==> src/rtl/rgbw_frame_decoder_if.sv <==
// Byte-stream input and published-frame output bundle of rgbw_frame_decoder.
// The master drives the SPI byte stream. The slave is the decoder, which returns the frame.
interface rgbw_frame_decoder_if #(
    parameter int NUM_CH = 6
);
    logic [7:0]          rx_byte;
    logic                rx_rdy;
    logic [8*NUM_CH-1:0] ch_out;
    logic [7:0]          mode_out;
    logic                frame_ok;
    logic                frame_err;
    logic                busy;

    modport master (
        output rx_byte, rx_rdy,
        input  ch_out, mode_out, frame_ok, frame_err, busy
    );

    modport slave (
        input  rx_byte, rx_rdy,
        output ch_out, mode_out, frame_ok, frame_err, busy
    );
endinterface

==> src/rtl/rgbw_frame_decoder.sv <==
// Sync-hunting RGBW frame decoder with inter-byte timeout and atomic frame publish.
// Optional trailing XOR checksum byte is enabled with the macro FRAME_CKSUM_EN.
module rgbw_frame_decoder #(
    parameter int         NUM_CH      = 6,
    parameter logic [7:0] SYNC_BYTE   = 8'h55,
    parameter int         TIMEOUT_CYC = 1000
) (
    input  logic                    clk,
    input  logic                    reset,
    input  logic                    ce,
    rgbw_frame_decoder_if.slave     bus
);
    localparam int IDX_W = (NUM_CH > 1) ? $clog2(NUM_CH) : 1;
    localparam logic [IDX_W-1:0] LAST_IDX = IDX_W'(NUM_CH - 1);
    localparam logic [15:0]      TMO_LAST = 16'(TIMEOUT_CYC - 1);

`ifdef FRAME_CKSUM_EN
    typedef enum logic [1:0] {HUNT, PAYLOAD, MODE, CKSUM} state_t;
`else
    typedef enum logic [1:0] {HUNT, PAYLOAD, MODE} state_t;
`endif

    state_t              state_r;
    logic [IDX_W-1:0]    idx_r;
    logic [15:0]         tmo_cnt_r;
    logic [7:0]          shadow_r [NUM_CH];
    logic                rdy_s_r;
    logic                rdy_d_r;
    logic [8*NUM_CH-1:0] ch_out_r;
    logic [7:0]          mode_out_r;
    logic                frame_ok_r;
    logic                frame_err_r;
    logic                busy_r;
`ifdef FRAME_CKSUM_EN
    logic [7:0]          acc_r;
    logic [7:0]          mode_sh_r;
`endif

    logic                strobe_s;
    logic                tmo_hit_s;
    logic [8*NUM_CH-1:0] shadow_flat_s;

    // Byte strobe edge detect, timeout threshold and shadow flattening for publish.
    always_comb begin
        strobe_s      = rdy_s_r & ~rdy_d_r;
        tmo_hit_s     = (tmo_cnt_r == TMO_LAST);
        shadow_flat_s = {(8*NUM_CH){1'b0}};
        for (int i = 0; i < NUM_CH; i++) begin
            shadow_flat_s[8*i +: 8] = shadow_r[i];
        end
    end

    // Frame FSM with registered outputs; pulses clear on every clk, the rest advances on ce.
    always_ff @(posedge clk) begin
        if (!reset) begin
            state_r     <= HUNT;
            idx_r       <= {IDX_W{1'b0}};
            tmo_cnt_r   <= 16'd0;
            rdy_s_r     <= 1'b0;
            rdy_d_r     <= 1'b0;
            ch_out_r    <= {(8*NUM_CH){1'b0}};
            mode_out_r  <= 8'd0;
            frame_ok_r  <= 1'b0;
            frame_err_r <= 1'b0;
            busy_r      <= 1'b0;
            for (int i = 0; i < NUM_CH; i++) begin
                shadow_r[i] <= 8'd0;
            end
`ifdef FRAME_CKSUM_EN
            acc_r       <= 8'd0;
            mode_sh_r   <= 8'd0;
`endif
        end else begin
            frame_ok_r  <= 1'b0;
            frame_err_r <= 1'b0;
            if (ce) begin
                rdy_s_r <= bus.rx_rdy;
                rdy_d_r <= rdy_s_r;
                if ((state_r == HUNT) || strobe_s) begin
                    tmo_cnt_r <= 16'd0;
                end else begin
                    tmo_cnt_r <= tmo_cnt_r + 16'd1;
                end

                case (state_r)
                    HUNT: begin
                        if (strobe_s && (bus.rx_byte == SYNC_BYTE)) begin
                            state_r <= PAYLOAD;
                            idx_r   <= {IDX_W{1'b0}};
                            busy_r  <= 1'b1;
`ifdef FRAME_CKSUM_EN
                            acc_r   <= 8'd0;
`endif
                        end
                    end
                    PAYLOAD: begin
                        if (strobe_s) begin
                            shadow_r[idx_r] <= bus.rx_byte;
`ifdef FRAME_CKSUM_EN
                            acc_r <= acc_r ^ bus.rx_byte;
`endif
                            if (idx_r == LAST_IDX) begin
                                state_r <= MODE;
                            end else begin
                                idx_r <= idx_r + IDX_W'(1);
                            end
                        end else if (tmo_hit_s) begin
                            state_r     <= HUNT;
                            busy_r      <= 1'b0;
                            frame_err_r <= 1'b1;
                        end
                    end
                    MODE: begin
                        if (strobe_s) begin
`ifdef FRAME_CKSUM_EN
                            mode_sh_r <= bus.rx_byte;
                            acc_r     <= acc_r ^ bus.rx_byte;
                            state_r   <= CKSUM;
`else
                            ch_out_r   <= shadow_flat_s;
                            mode_out_r <= bus.rx_byte;
                            frame_ok_r <= 1'b1;
                            busy_r     <= 1'b0;
                            state_r    <= HUNT;
`endif
                        end else if (tmo_hit_s) begin
                            state_r     <= HUNT;
                            busy_r      <= 1'b0;
                            frame_err_r <= 1'b1;
                        end
                    end
`ifdef FRAME_CKSUM_EN
                    CKSUM: begin
                        if (strobe_s) begin
                            if (bus.rx_byte == acc_r) begin
                                ch_out_r   <= shadow_flat_s;
                                mode_out_r <= mode_sh_r;
                                frame_ok_r <= 1'b1;
                            end else begin
                                frame_err_r <= 1'b1;
                            end
                            busy_r  <= 1'b0;
                            state_r <= HUNT;
                        end else if (tmo_hit_s) begin
                            state_r     <= HUNT;
                            busy_r      <= 1'b0;
                            frame_err_r <= 1'b1;
                        end
                    end
`endif
                    default: begin
                        state_r <= HUNT;
                        busy_r  <= 1'b0;
                    end
                endcase
            end
        end
    end

    assign bus.ch_out    = ch_out_r;
    assign bus.mode_out  = mode_out_r;
    assign bus.frame_ok  = frame_ok_r;
    assign bus.frame_err = frame_err_r;
    assign bus.busy      = busy_r;

endmodule

==> src/flat_wrapper.sv <==
// flat-port wrapper written by rule: the top's interface ports become plain ports
module rgbw_frame_decoder_flat 
#(
    parameter int         NUM_CH      = 6,
    parameter logic [7:0] SYNC_BYTE   = 8'h55,
    parameter int         TIMEOUT_CYC = 1000
)
  (clk, reset, ce, bus_rx_byte, bus_rx_rdy, bus_ch_out, bus_mode_out, bus_frame_ok, bus_frame_err, bus_busy);
  rgbw_frame_decoder_if #(.NUM_CH(NUM_CH)) bus_i ();
  input  logic clk;
  input  logic reset;
  input  logic ce;
  input wire logic [$bits(bus_i.rx_byte)-1:0] bus_rx_byte;
  input wire logic [$bits(bus_i.rx_rdy)-1:0] bus_rx_rdy;
  output wire logic [$bits(bus_i.ch_out)-1:0] bus_ch_out;
  output wire logic [$bits(bus_i.mode_out)-1:0] bus_mode_out;
  output wire logic [$bits(bus_i.frame_ok)-1:0] bus_frame_ok;
  output wire logic [$bits(bus_i.frame_err)-1:0] bus_frame_err;
  output wire logic [$bits(bus_i.busy)-1:0] bus_busy;
  assign bus_i.rx_byte = bus_rx_byte;
  assign bus_i.rx_rdy = bus_rx_rdy;
  assign bus_ch_out = bus_i.ch_out;
  assign bus_mode_out = bus_i.mode_out;
  assign bus_frame_ok = bus_i.frame_ok;
  assign bus_frame_err = bus_i.frame_err;
  assign bus_busy = bus_i.busy;
  rgbw_frame_decoder #(.NUM_CH(NUM_CH), .SYNC_BYTE(SYNC_BYTE), .TIMEOUT_CYC(TIMEOUT_CYC)) u_core (.clk(clk), .reset(reset), .ce(ce), .bus(bus_i));
endmodule
==> config.mk <==
export PLATFORM = sky130hd
export DESIGN_NAME = rgbw_frame_decoder_flat
export DESIGN_NICKNAME = d
export VERILOG_FILES = /design/src/rtl/rgbw_frame_decoder_if.sv /design/src/rtl/rgbw_frame_decoder.sv /design/src/flat_wrapper.sv
export SDC_FILE = /design/constraint.sdc
export NUM_CORES = 1
export LEC_CHECK = 0
export BUFFER_PORTS_ARGS = -buffer_cell sky130_fd_sc_hd__buf_2
export CAP_MARGIN = 30
export CORE_MARGIN = 3
export CORE_UTILIZATION = 30
export DETAILED_ROUTE_END_ITERATION = 12
export MAX_ROUTING_LAYER = met4
export SYNTH_ARGS = -nofsm -noshare
export SYNTH_HDL_FRONTEND = slang
export SYNTH_SLANG_ARGS = --single-unit
==> constraint.sdc <==
create_clock -name clk -period 2.46 [get_ports clk]
set_input_delay 0.369 -clock clk [delete_from_list [all_inputs] [get_ports clk]]
set_output_delay 0.369 -clock clk [all_outputs]
set_load 0.03 [all_outputs]
After elaboration in Yosys (flattened, before gate mapping)
Memories as Yosys holds them, arrays and structs flattened. A register that Yosys moved wholly into a read port is not among the register bits.
Cells that the tools add are included.

word-level totals
  bits in registers = 34
  latch bits = 0
  bits in writable memories = 48
  memory bits (read-only) = 0
  input bits = 12
  output and inout port bits = 59
  word-level logic and storage cells = 71
  memories kept = 1

memory list
  name             words  width  read ports  clocked after memory_dff  write ports  RTL line                  text
  u_core.shadow_r  6      8      6           6                         6            rgbw_frame_decoder.sv:26  logic [7:0] shadow_r [NUM_CH];

cells by class
  add/subtract/negate cells = 2
  multipliers = 0
  div/mod/pow operators = 0
  magnitude comparators = 0
  equality and inequality tests = 10
  shift-type cells = 0
  muxes and demuxes = 26
  bitwise gates (word level) = 5
  reduce and logical (&&, ||, !) cells = 18

operator list
  kind                                                               count
  16-bit by 1-bit adder with 16-bit output, second input constant    1
  16-bit by 10-bit == test with 1-bit output, second input constant  1
  16-bit two-way mux                                                 1
  1-bit two-way mux                                                  12
  3-bit two-way mux                                                  4
  3-bit AND reduction                                                4
  2-bit two-way mux                                                  5
  8-bit by 7-bit == test with 1-bit output, second input constant    1
  8-bit two-way mux                                                  1
  8-bit OR reduction                                                 1
  1-bit logical NOT                                                  6
  2-bit inequality test, second input constant                       3
  2-bit case mux with 3 select lines                                 1
  3-bit case mux with 2 select lines                                 1
  5-bit AND reduction                                                1
  1-bit inverter                                                     4
  4-bit OR reduction                                                 1
  3-bit by 1-bit adder with 3-bit output, second input constant      1
  3-bit == test, second input constant                               1
  3-bit inequality test, second input constant                       1
  1-bit case mux with 3 select lines                                 1
  2-bit by 1-bit == test with 1-bit output, second input constant    1
  2-bit == test, second input constant                               1
  2-bit logical NOT                                                  1
  6 further kinds                                                    6

Logic depth before layout (Yosys ltp)
  depth after elaboration = 9
  mapped depth = 7
  gate-level depth less buffers = 6

Least setup slack after synthesis
OpenSTA, ideal clock, no wires.

  path kind = register -> register
  start point = register u_core.state_r[1]
  end point = memory u_core.shadow_r[5][0], enable pin
  setup time = 0.398 ns
  data arrival time = 1.832 ns
  required time = 2.062 ns
  path slack = 0.230 ns
  cell stages (with the launch flop) = 6
  buffers on the path = 1
  clock period less this slack = 2.230 ns
  cell sequence = dfxtp_1 > inv_1 > ha_1 > buf_4 > nand3b_1 > o41ai_1

RTL lines
  what                      RTL line                   text
  start: declaration        rgbw_frame_decoder.sv:23   state_t state_r;
  start signal: assignment  rgbw_frame_decoder.sv:56   state_r <= HUNT;
  start signal: assignment  rgbw_frame_decoder.sv:88   state_r <= PAYLOAD;
  start signal: assignment  rgbw_frame_decoder.sv:103  state_r <= MODE;
  end: declaration          rgbw_frame_decoder.sv:26

==> results.json <==
{
  "cts.repair.resized": 0,
  "synth-edff-count": 48,
  "grt.total_usage_pct": 13.43,
  "overflow": 0,
  "postCtsSetupRepairBufs": 0,
  "via_per_inst": 4.636,
  "area_growth_pct": 23.05,
  "antenna_found_initial": 0,
  "hold_buffers": 0,
  "synthFlopType": "dfxtp_1",
  "final_cells": 835,
  "slew_viol_final": 0,
  "setup_violations": 0,
  "rr_startpoint": "u_core.state_r[1]",
  "yosysMostFrequentCell": "nand2_1",
  "ir_drop_mv": 0.4434,
  "max_freq_mhz": 496.6,
  "wirelength_mm": 11.72,
  "power_leakage_nw": 2.336,
  "fp.dieH_um": 135.9,
  "min_period_ns": 2.014,
  "start_util_pct": 31.28,
  "slew_headroom_pct": 54.54,
  "cts_tree": "yes",
  "yosys_warnings": 0,
  "grt_pass1_vias": 3716,
  "slowest_delay_ns": 0.44,
  "synth.cells.most_frequent": "nand2_1 (143), dfxtp_1 (82), a21oi_1 (63), nor2_1 (59), edfxtp_1 (48)",
  "dpl.cell_count": 803,
  "syn_nets": 548,
  "clk_pin_slew_ns": 0.06,
  "rsz0062_at_grt": "no",
  "die_area_mm2": 0.01846,
  "run_status": "completed",
  "worst_slew_pin_slew_ns": 0.6787,
  "powerDensity_mw_per_mm2": 740.8,
  "synth_area_mm2": 0.005059,
  "drv_cap": 0,
  "port_buffers": 70,
  "ys_types": 47,
  "start_kind": "register",
  "hpwlAfterDp_mm": 8.312,
  "crit_top_cell": "nand2_1",
  "finalCritPeriodShare_pct": 81.86,
  "nets": 625,
  "worst-r2r-setup-slack_ns": 0.45,
  "place_congestion": 0.7677,
  "power_mw": 4.612,
  "critPathLaunch": "u_core.state_r[1]",
  "io_pins": 71,
  "synth_top_area_share_pct": 32.45,
  "yosys-top-cells-area": "dfxtp_1 (32%), edfxtp_1 (28%), nand2_1 (11%)",
  "drt.antenna.violating_nets": 0,
  "crit_chain": "inv_1 > ha_1 > nand3b_1 > nor4_1 > nand2_1 > nand2_1",
  "firstDrtPassIters": 4,
  "grt_max_degree": 53,
  "finalInstanceArea_mm2": 0.006225,
  "cp_slowest_cell": "nor4_1",
  "cp.arrival_ns": 2.10,
  "cts_buffers": 17,
  "finalClockSkew_ns": 0.007305,
  "synth-seq-cells": 130,
  "r2r_end": "u_core.shadow_r[3][7]",
  "crit_fanout": 8,
  "hold_class": "input port to register",
  "async_reset_ff_share_pct": 0,
  "num_rows": 46,
  "crit_required_ns": 2.55,
  "fp.coreArea_mm2": 0.01617,
  "final-hold-violation-count": 0,
  "crit_path_end": "u_core.shadow_r[3][7]",
  "netlist_instances": 529,
  "grt_pass1_wl_mm": 18.70,
  "antennaDiodeCount": 0,
  "yosysSeqAreaShare_pct": 60.94,
  "yosysTopAreaCell": "dfxtp_1",
  "drt-initial-drc-count": 195,
  "cts_max_path_buffers": 2,
  "path_class": "register to register",
  "syn_avg_cell_area_um2": 9.563,
  "crit_path_end_kind": "register",
  "vias": 3871,
  "wl_per_cell_um": 14.04,
  "cts.htree.levels": 4,
  "clock_latency_ns": 0.42,
  "fin_tns_setup_ns": 0,
  "root_buffer": "clkbuf_16",
  "drive_gt1_share_pct": 20.19,
  "drc_errors": 0,
  "rr_worst_depth": 6,
  "fp.dieW_um": 135.9,
  "clock_sink_count": 130,
  "dpl-instance-area_mm2": 0.005688
}
[metrics by stage]
| step | setup slack, ns | hold WS, ns | utilization (%) |
|---|---|---|---|
| finish | 0.4463 | 0.2290 | 38.49 |
| global route | 0.3113 | 0.2125 | 38.49 |
| CTS | 0.4686 | 0.2125 | 38.49 |
| detailed placement | 0.5026 | 0.4434 | 35.17 |
| global placement | 0.5509 | 0.4414 | 35.17 |
| floorplan | 0.2304 | 0.4467 | - |
[critical path: cells and delay by family (launching register included)]
family	cells	cell delay, ns
DFF	1	0.35
and+or+nand+nor	4	1.06
buffers and inverters	1	0.11
adders and majority gates	1	0.17
[how the worst min path moves through the flow]
stage / cells after the start / slack [ns] / start / end
floorplan: 2 / 0.45 / u_core.tmo_cnt_r[15] / u_core.tmo_cnt_r[15]
global placement: 2 / 0.44 / u_core.bus.ch_out[6] / u_core.bus.ch_out[6]
detailed placement: 2 / 0.44 / u_core.bus.ch_out[15] / u_core.bus.ch_out[15]
CTS: 3 / 0.21 / bus_rx_rdy / u_core.rdy_s_r
global route: 3 / 0.21 / bus_rx_byte[5] / u_core.bus.mode_out[5]
finish: 3 / 0.23 / bus_rx_rdy / u_core.rdy_s_r
[registers in the layout (all words and copies together), names as in the netlist]
signal	cells
u_core.bus.ch_out	48
u_core.shadow_r	48
u_core.tmo_cnt_r	16
u_core.bus.mode_out	8
u_core.idx_r	3
u_core.state_r	2
u_core.bus.busy	1
u_core.bus.frame_err	1
u_core.bus.frame_ok	1
u_core.rdy_d_r	1
u_core.rdy_s_r	1
[power by group]
part	total, mW	internal [mW]	switching (mW)
registers	2.27	2.26	0.0117
logic	0.0804	0.0225	0.0579
clock network	2.26	1.29	0.971
[area by class of cell]
class                      instances  area (um^2)
clock inverter                    15        111.4
fill                            1612         9948
timing repair buffer              83        460.4
sequential                       130         3083
tap                              216        270.3
inverter                          18        67.56
clock buffer                      17        425.4
multi-input combinational        356         1807
[layer usage]
metal / GRT usage [%] / vias up / wire, um
met1: 15.30 / 1832 / 5092
met4: 4.591 / 0 / 188
li1: - / 1940 / -
met5: - / - / 0
met3: 5.181 / 15 / 707
met2: 21.76 / 84 / 5731
[logic make-up after synthesis]
kind of cell               Yosys count  synth area share (%)
buffers and inverters               43                 3.413
xor gates and xnor gates            11                 1.905
muxes                                5                0.9894
DFF                                130                 60.94
AOI/OAI and AO/OA                   82                 9.300
and+or+nand+nor                    251                 21.72
adders and majority gates            7                 1.731
[cells in the final DEF (no fill, tap or decap), drive strengths merged, types with 2 or more instances in the layout]
| cell type | Yosys | layout |
|---|---|---|
| clkinvlp | 0 | 4 |
| nand4 | 4 | 4 |
| nand3 | 8 | 8 |
| mux2i | 5 | 5 |
| and3b | 2 | 2 |
| xnor2 | 8 | 8 |
| o21ai | 5 | 5 |
| a31oi | 3 | 3 |
| clkinv | 0 | 7 |
| clkbuf | 17 | 17 |
| xor2 | 3 | 3 |
| a21oi | 63 | 63 |
| and4bb | 2 | 2 |
| edfxtp | 48 | 48 |
| nand2 | 143 | 143 |
| inv | 18 | 22 |
| nor4 | 4 | 4 |
| or3 | 2 | 2 |
| nor2 | 59 | 59 |
| nand3b | 3 | 3 |
| and2 | 2 | 2 |
| and2b | 2 | 2 |
| buf | 8 | 83 |
| ha | 7 | 7 |
| nor3 | 5 | 5 |
| and3 | 4 | 4 |
| dfxtp | 82 | 82 |
| o31ai | 3 | 3 |
| or4 | 7 | 7 |
No activity file was read; power rests on OpenSTA's default activity.
